<file path="config.mk">
export PLATFORM = sky130hd
export DESIGN_NAME = microcode_sequencer_flat
export DESIGN_NICKNAME = d
export VERILOG_FILES = /design/src/rtl/microcode_sequencer_if.sv /design/src/rtl/microcode_sequencer.sv /design/src/flat_wrapper.sv
export SDC_FILE = /design/constraint.sdc
export NUM_CORES = 1
export LEC_CHECK = 0
export ABC_CLOCK_PERIOD_IN_PS = 3750
export BUFFER_PORTS_ARGS = -buffer_cell sky130_fd_sc_hd__buf_2
export CAP_MARGIN = 20
export CORE_ASPECT_RATIO = 0.6
export CORE_MARGIN = 2
export CORE_UTILIZATION = 40
export CTS_BUF_LIST = sky130_fd_sc_hd__clkbuf_4 sky130_fd_sc_hd__clkbuf_8
export CTS_CLUSTER_SIZE = 8
export DETAILED_ROUTE_END_ITERATION = 8
export PLACE_DENSITY = 0.76
export SLEW_MARGIN = 20
export SYNTH_ARGS = -nofsm -noshare
export SYNTH_HDL_FRONTEND = slang
export SYNTH_SLANG_ARGS = --single-unit
</file>
<file path="constraint.sdc">
create_clock -name fclk -period 3.75 [get_ports fclk]
set_input_delay 0.75 -clock fclk [delete_from_list [all_inputs] [get_ports fclk]]
set_output_delay 0.75 -clock fclk [all_outputs]
set_load 0.1 [all_outputs]
</file>
<file path="src/rtl/microcode_sequencer_if.sv">
// Microcode ROM bus between the sequencer and its asynchronous ROM.
//   rom_addr : {routine, step} address presented by the sequencer
//   rom_data : {END, control word} returned combinationally by the ROM
// Modports: master = sequencer side, slave = ROM side.
interface microcode_sequencer_if #(
    parameter int ADDR_W = 13,
    parameter int DATA_W = 64
);
    logic [ADDR_W-1:0] rom_addr;
    logic [DATA_W-1:0] rom_data;

    modport master (output rom_addr, input  rom_data);
    modport slave  (input  rom_addr, output rom_data);
endinterface

</file>
<file path="src/rtl/microcode_sequencer.sv">
// Microcode sequencer for the 65C02 core: walks an addressed microcode ROM
// with a step counter, selects the next routine (RESET / NMI / IRQ / opcode)
// at each routine end and registers the control word that feeds the core.
// Ports:
//   fclk, reset       : clock, asynchronous active-high reset
//   clock_running     : advance enable (0 = stall, sequencing state holds)
//   opcode            : instruction byte, sampled at routine end
//   nmi_req           : NMI request, rising-edge sensitive
//   irq_req, irq_mask : level IRQ request and I-flag mask
//   rom               : ROM bus (rom_addr out, rom_data in, bit CW_WIDTH = END)
//   control_word      : registered control word
//   routine, step     : current routine index and micro-step
//   sync              : high while executing step 0 of an opcode routine
//   nmi_taken         : one-cycle pulse on entry to the NMI routine
//   ucode_err         : sticky, a routine ran past its last step without END
module microcode_sequencer #(
    parameter int                  OP_BITS   = 8,
    parameter int                  STEP_BITS = 4,
    parameter int                  CW_WIDTH  = 63,
    parameter logic [CW_WIDTH-1:0] CW_IDLE   = '0
) (
    input  logic                     fclk,
    input  logic                     reset,
    input  logic                     clock_running,
    input  logic [OP_BITS-1:0]       opcode,
    input  logic                     nmi_req,
    input  logic                     irq_req,
    input  logic                     irq_mask,
    microcode_sequencer_if.master    rom,
    output logic [CW_WIDTH-1:0]      control_word,
    output logic [OP_BITS:0]         routine,
    output logic [STEP_BITS-1:0]     step,
    output logic                     sync,
    output logic                     nmi_taken,
    output logic                     ucode_err
);
    localparam int R_W = OP_BITS + 1;

    localparam logic [R_W-1:0]       RT_RESET = {1'b1, {OP_BITS{1'b0}}};
    localparam logic [R_W-1:0]       RT_NMI   = RT_RESET | R_W'(1);
    localparam logic [R_W-1:0]       RT_IRQ   = RT_RESET | R_W'(2);
    localparam logic [STEP_BITS-1:0] STEP_MAX = '1;

    logic [R_W-1:0]       routine_q, routine_d;
    logic [STEP_BITS-1:0] step_q, step_d;
    logic [CW_WIDTH-1:0]  cw_q, cw_d;
    logic                 sync_q, sync_d;
    logic                 nmi_taken_q, nmi_taken_d;
    logic                 err_q, err_d;
    logic                 nmi_pend_q, nmi_pend_d;
    logic                 nmi_prev_q;

    logic                 rom_end;
    logic                 at_max;
    logic                 routine_end;
    logic [R_W-1:0]       next_routine;

    // State register
    always_ff @(posedge fclk or posedge reset) begin
        if (reset) begin
            routine_q   <= RT_RESET;
            step_q      <= '0;
            cw_q        <= CW_IDLE;
            sync_q      <= 1'b0;
            nmi_taken_q <= 1'b0;
            err_q       <= 1'b0;
            nmi_pend_q  <= 1'b0;
            nmi_prev_q  <= 1'b0;
        end else begin
            routine_q   <= routine_d;
            step_q      <= step_d;
            cw_q        <= cw_d;
            sync_q      <= sync_d;
            nmi_taken_q <= nmi_taken_d;
            err_q       <= err_d;
            nmi_pend_q  <= nmi_pend_d;
            // Edge history runs every fclk so NMI edges during a stall are kept.
            nmi_prev_q  <= nmi_req;
        end
    end

    // Next-state logic
    always_comb begin
        rom_end     = rom.rom_data[CW_WIDTH];
        at_max      = (step_q == STEP_MAX);
        routine_end = rom_end | at_max;

        if (nmi_pend_q)
            next_routine = RT_NMI;
        else if (irq_req & ~irq_mask)
            next_routine = RT_IRQ;
        else
            next_routine = {1'b0, opcode};

        routine_d   = routine_q;
        step_d      = step_q;
        cw_d        = cw_q;
        sync_d      = sync_q;
        nmi_taken_d = nmi_taken_q;
        err_d       = err_q;

        if (clock_running) begin
            cw_d = rom.rom_data[CW_WIDTH-1:0];
            if (routine_end) begin
                step_d      = '0;
                routine_d   = next_routine;
                sync_d      = ~next_routine[OP_BITS];
                nmi_taken_d = nmi_pend_q;
                if (at_max & ~rom_end)
                    err_d = 1'b1;
            end else begin
                step_d      = step_q + 1'b1;
                sync_d      = 1'b0;
                nmi_taken_d = 1'b0;
            end
        end

        // NMI is entered exactly when a pending request meets an enabled
        // routine end; a fresh edge on that same cycle re-arms the request.
        nmi_pend_d = (nmi_req & ~nmi_prev_q)
                   | (nmi_pend_q & ~(clock_running & routine_end));
    end

    // Outputs
    always_comb begin
        rom.rom_addr = {routine_q, step_q};
        control_word = cw_q;
        routine      = routine_q;
        step         = step_q;
        sync         = sync_q;
        nmi_taken    = nmi_taken_q;
        ucode_err    = err_q;
    end
endmodule

</file>
<file path="src/flat_wrapper.sv">
// flat-port wrapper written by rule: the top's interface ports become plain ports
module microcode_sequencer_flat 
#(
    parameter int                  OP_BITS   = 8,
    parameter int                  STEP_BITS = 4,
    parameter int                  CW_WIDTH  = 63,
    parameter logic [CW_WIDTH-1:0] CW_IDLE   = '0
)
  (fclk, reset, clock_running, opcode, nmi_req, irq_req, irq_mask, control_word, routine, step, sync, nmi_taken, ucode_err, rom_rom_addr, rom_rom_data);
  microcode_sequencer_if #(.ADDR_W(13), .DATA_W(64)) rom_i ();
  input  logic fclk;
  input  logic reset;
  input  logic clock_running;
  input  logic [OP_BITS-1:0] opcode;
  input  logic nmi_req;
  input  logic irq_req;
  input  logic irq_mask;
  output logic [CW_WIDTH-1:0] control_word;
  output logic [OP_BITS:0] routine;
  output logic [STEP_BITS-1:0] step;
  output logic sync;
  output logic nmi_taken;
  output logic ucode_err;
  output wire logic [$bits(rom_i.rom_addr)-1:0] rom_rom_addr;
  input wire logic [$bits(rom_i.rom_data)-1:0] rom_rom_data;
  assign rom_rom_addr = rom_i.rom_addr;
  assign rom_i.rom_data = rom_rom_data;
  microcode_sequencer #(.OP_BITS(OP_BITS), .STEP_BITS(STEP_BITS), .CW_WIDTH(CW_WIDTH), .CW_IDLE(CW_IDLE)) u_core (.fclk(fclk), .reset(reset), .clock_running(clock_running), .opcode(opcode), .nmi_req(nmi_req), .irq_req(irq_req), .irq_mask(irq_mask), .rom(rom_i), .control_word(control_word), .routine(routine), .step(step), .sync(sync), .nmi_taken(nmi_taken), .ucode_err(ucode_err));
endmodule
</file>
=== Yosys cells after proc, flatten, opt, wreduce, memory -nomap -nowiden ===
Index checks and enable logic that the tools add are counted.

* Bits in registers: 81
* Input bits: 78
* Output and inout port bits: 92
* Logic and storage cells: 29

* $add $sub $neg: 1
* Equality and inequality tests: 1
* Multiplexer cells: 5
* Bitwise gates (word level): 12
* Reductions and logical operators: 2

{| class="wikitable"
|+ Operators with widths
! operator !! number
|-
| $mux 9 || 2
|-
| $and 1x1->1 || 5
|-
| $not 1->1 || 5
|-
| $add 4x1->4 const B || 1
|-
| $eq 4x4->1 const B || 1
|-
| $mux 4 || 1
|-
| $reduce_and 3->1 || 1
|-
| $mux 1 || 2
|-
| $or 1x1->1 || 2
|-
| $reduce_and 2->1 || 1
|}

=== Longest topological paths before layout ===
* Word-level depth: 6
* Gate-level depth with buffers: 6
* Gate-level depth less buffers: 4

=== Worst setup path after synthesis ===
OpenSTA, ideal clock, no wires.

* Path kind: reg-to-output
* Start point: register u_core.step_q[2] (netlist: u_core.step[2])
* End point: output step[2]
* Data arrival time: 1.412 ns
* Data required time: 3.000 ns
* Setup slack: 1.588 ns
* Cell stages (with the launch flop): 2
* Path buffers: 1
* Cells stage by stage: dfrtp_1 buf_4

{| class="wikitable"
|+ RTL lines
! item !! line !! RTL
|-
| start: declaration || microcode_sequencer.sv:45 || <nowiki>logic [STEP_BITS-1:0] step_q, step_d;</nowiki>
|-
| start signal: assignment || microcode_sequencer.sv:71 || <nowiki>step_q <= step_d;</nowiki>
|-
| end: declaration || flat_wrapper.sv:20 || <nowiki>output logic [STEP_BITS-1:0] step;</nowiki>
|}

No word-level cell between the ends.

=== Worst setup path after layout ===
* Start point: register u_core.routine_q[8] (netlist: u_core.routine[8])
* End point: output routine[8]

{| class="wikitable"
|+ RTL lines
! item !! line !! RTL
|-
| start: declaration || microcode_sequencer.sv:44 || <nowiki>logic [R_W-1:0] routine_q, routine_d;</nowiki>
|-
| start signal: assignment || microcode_sequencer.sv:70 || <nowiki>routine_q <= routine_d;</nowiki>
|-
| end: declaration || flat_wrapper.sv:19 || <nowiki>output logic [OP_BITS:0] routine;</nowiki>
|}

No word-level cell between the ends.

==> out/metrics.cfg <==
[setup_path]
cp-start-kind=flop
rr_worst_depth=4
regToRegStartpoint=u_core.step[0]
cp_num_buf_inv=1
max_stage_delay_ns=0.54
endpoint=routine[8]
cp-startpoint=u_core.routine[8]
crit_arrival_ns=1.31
crit_cells=1
required_ns=3.00
r2r-end=u_core.routine[1]
critPathKind=reg2out
crit_path_cell_trace=buf_2
cp-end-kind=output pin
cp_max_fo=3
crit_family=flip-flops
r2r_slack_ns=1.84
crit_path_top_delay_cell=dfstp_2

[clock_tree]
cts_buffers=9
post_cts_buffers=0
cts.sinks=81
clk_latency_ns=0.35
cts_tree=yes
cts_hold_repair.buffers=0
cts.clk_slew.worst_paths_ns=0.08
h-tree-depth=3
cts_root_buf=clkbuf_8
postCtsResizedCells=0
clock_path_buffers=2

[sta]
hold_violations=0
hold_slack_ns=0.388
fin_skew_ns=0.00586
period_minus_slack_ns=2.06
setup_ws_ns=1.69
slew_viol_final=0
tightest_slew_ns=0.560
finalSetupTns_ns=0
grt_setup_unrepaired=no
fmax_mhz=486
timing.slew.headroom_pct=62.7
finalSetupViolCount=0
period_share_pct=54.9

[global_routing]
grt_pass1_wl_um=11000
grt_max_degree=45
overflow=0
track_usage_pct=16.7
grt_pass1_vias=2327
antenna_found_initial=0

[synth]
ys_seq_area_share_pct=62.6
synth_nets=297
synth_warnings=0
synth-seq-cells=81
synth.avg_cell_area_um2=14.9
synth_area_um2=3240
synth_cell_types=28
netlist_instances=218

[place]
placed_area_um2=4090
portBuffers=169
dpl.hpwl_um=5300
gp_congestion=0.736
pre_cts_slack_ns=1.41

[finish]
fin_area_um2=4290
final_util_pct=54.7
fin_nets=457
antenna_cells=0
drive_above_1_share_pct=67.1
area_delta_synth_final_pct=32.6

[drt]
wire_per_inst_um=14.4
post-route-drc-count=0
wirelength_um=7080
drt_pass1_iterations=4
drt_iter0_drc=93
vias=2336
ant_nets=0
viasPerCell=4.76

[power_and_ir_drop]
ir_drop_mv=0.351
switchingPower_mw=1.25
p_seq_share_pct=37.0
clkPwrFrac_pct=23.4
p_int_mw=1.49
power_density_nw_per_um2=638
pwr-share-comb_pct=39.6
leakagePower_nw=2.18
p_sw_share_pct=45.6

[floorplan]
io_pins=170
initial_core_util_pct=41.2
fp-row-count=25
die_w_um=120
fp.dieArea_um2=8850
die_h_um=73.7
core_area_um2=7850

[run]
max-cap-violations=0

[hold_path]
hold_class=in2async

[status]
outcome=completed

[sequential cells by signal, summed over array words and instances, names as in the netlist]
| name | flops |
|---|---|
| u_core.sync | 1 |
| u_core.nmi_taken | 1 |
| u_core.nmi_pend_q | 1 |
| u_core.nmi_prev_q | 1 |
| u_core.control_word | 63 |
| u_core.ucode_err | 1 |
| u_core.routine | 9 |
| u_core.step | 4 |
[cell usage after synthesis (all sizes together)]
library cell | number | area share, %
mux2 | 65 | 23
nand2b | 1 | 0.19
a211oi | 1 | 0.23
a21boi | 6 | 1.4
nor2 | 1 | 0.12
nand2 | 3 | 0.35
ha | 1 | 0.39
dfstp | 1 | 0.81
inv | 6 | 0.70
and2 | 2 | 0.46
nor2b | 1 | 0.19
o2bb2ai | 1 | 0.27
nand4b | 1 | 0.27
dfrtp | 80 | 62
a21oi | 6 | 0.93
a31o | 7 | 1.9
a41o | 1 | 0.31
buf | 25 | 5.4
nand3 | 1 | 0.15
o31ai | 1 | 0.23
a22o | 1 | 0.27
o21ai | 5 | 0.77
o22ai | 1 | 0.19
[kinds of logic (layout without fill, tap and decap cells)]
logic type | after synthesis | count (layout) | share of synthesized area (%)
AO/OA/AOI/OAI | 30 | 30 | 6.49
buffers and inverters | 31 | 196 | 6.14
flip-flops | 81 | 81 | 62.6
AND/OR/NAND/NOR | 10 | 10 | 1.74
adder cells (fa/ha/maj) | 1 | 1 | 0.386
multiplexers | 65 | 65 | 22.6
[placed cells by master, fill, tap and decap left out, types with 3 or more instances in the layout]
master	Yosys	final
buf_2	6	169
dfrtp_1	80	80
mux2_2	64	64
clkbuf_8	0	10
a31o_1	7	7
a21boi_0	6	6
a21oi_1	6	6
inv_1	6	5
o21ai_0	5	5
buf_4	16	4
clkinv_2	0	3
nand2_1	3	3
clkbuf_4	0	3
[area by class of cell]
class	count	area (um2)
clock buffer	13	160
clock inverter	3	40.0
fill	663	3560
inverter	6	23.8
multi-input combinational	106	1010
sequential	81	2030
tap	108	135
timing repair buffer	174	896
[worst min-delay path by stage]
| stage | start | end | cells past startpoint |
|---|---|---|---|
| floorplan | u_core.nmi_prev_q | u_core.nmi_pend_q | 1 |
| detailed placement | u_core.nmi_prev_q | u_core.nmi_pend_q | 1 |
| global route | reset | u_core.control_word[35] | 2 |
| finish | reset | u_core.control_word[17] | 2 |
| CTS | reset | u_core.control_word[17] | 2 |
| global placement | u_core.nmi_prev_q | u_core.nmi_pend_q | 1 |
[through the flow]
step / power [mW] / std cells
4_1_cts: 2.77 / 491
3_5_place_dp: 2.12 / 475
2_1_floorplan: 1.96 / 218
6_report: 2.74 / 491
5_1_grt: 2.85 / 491
3_3_place_gp: 2.11 / 474
[power groups by stage]
| stage | Combinational [mW] | Sequential [mW] | Clock [mW] |
|---|---|---|---|
| floorplan | 0.287 | 1.67 | 0 |
| global placement | 1.08 | 1.03 | 0 |
| detailed placement | 1.09 | 1.03 | 0 |
| CTS | 1.09 | 1.02 | 0.664 |
| global route | 1.12 | 1.03 | 0.706 |
| finish | 1.08 | 1.02 | 0.641 |
[routing by layer]
layer / part of all wire [%] / GRT usage (%) / vias up
met5: 0 / 0 / -
met2: 48 / 26.3 / 100
li1: - / - / 1079
met4: 1.7 / 7.06 / 0
met3: 10 / 8.31 / 14
met1: 41 / 19.5 / 1143
Power figures use the tool's default switching activity.
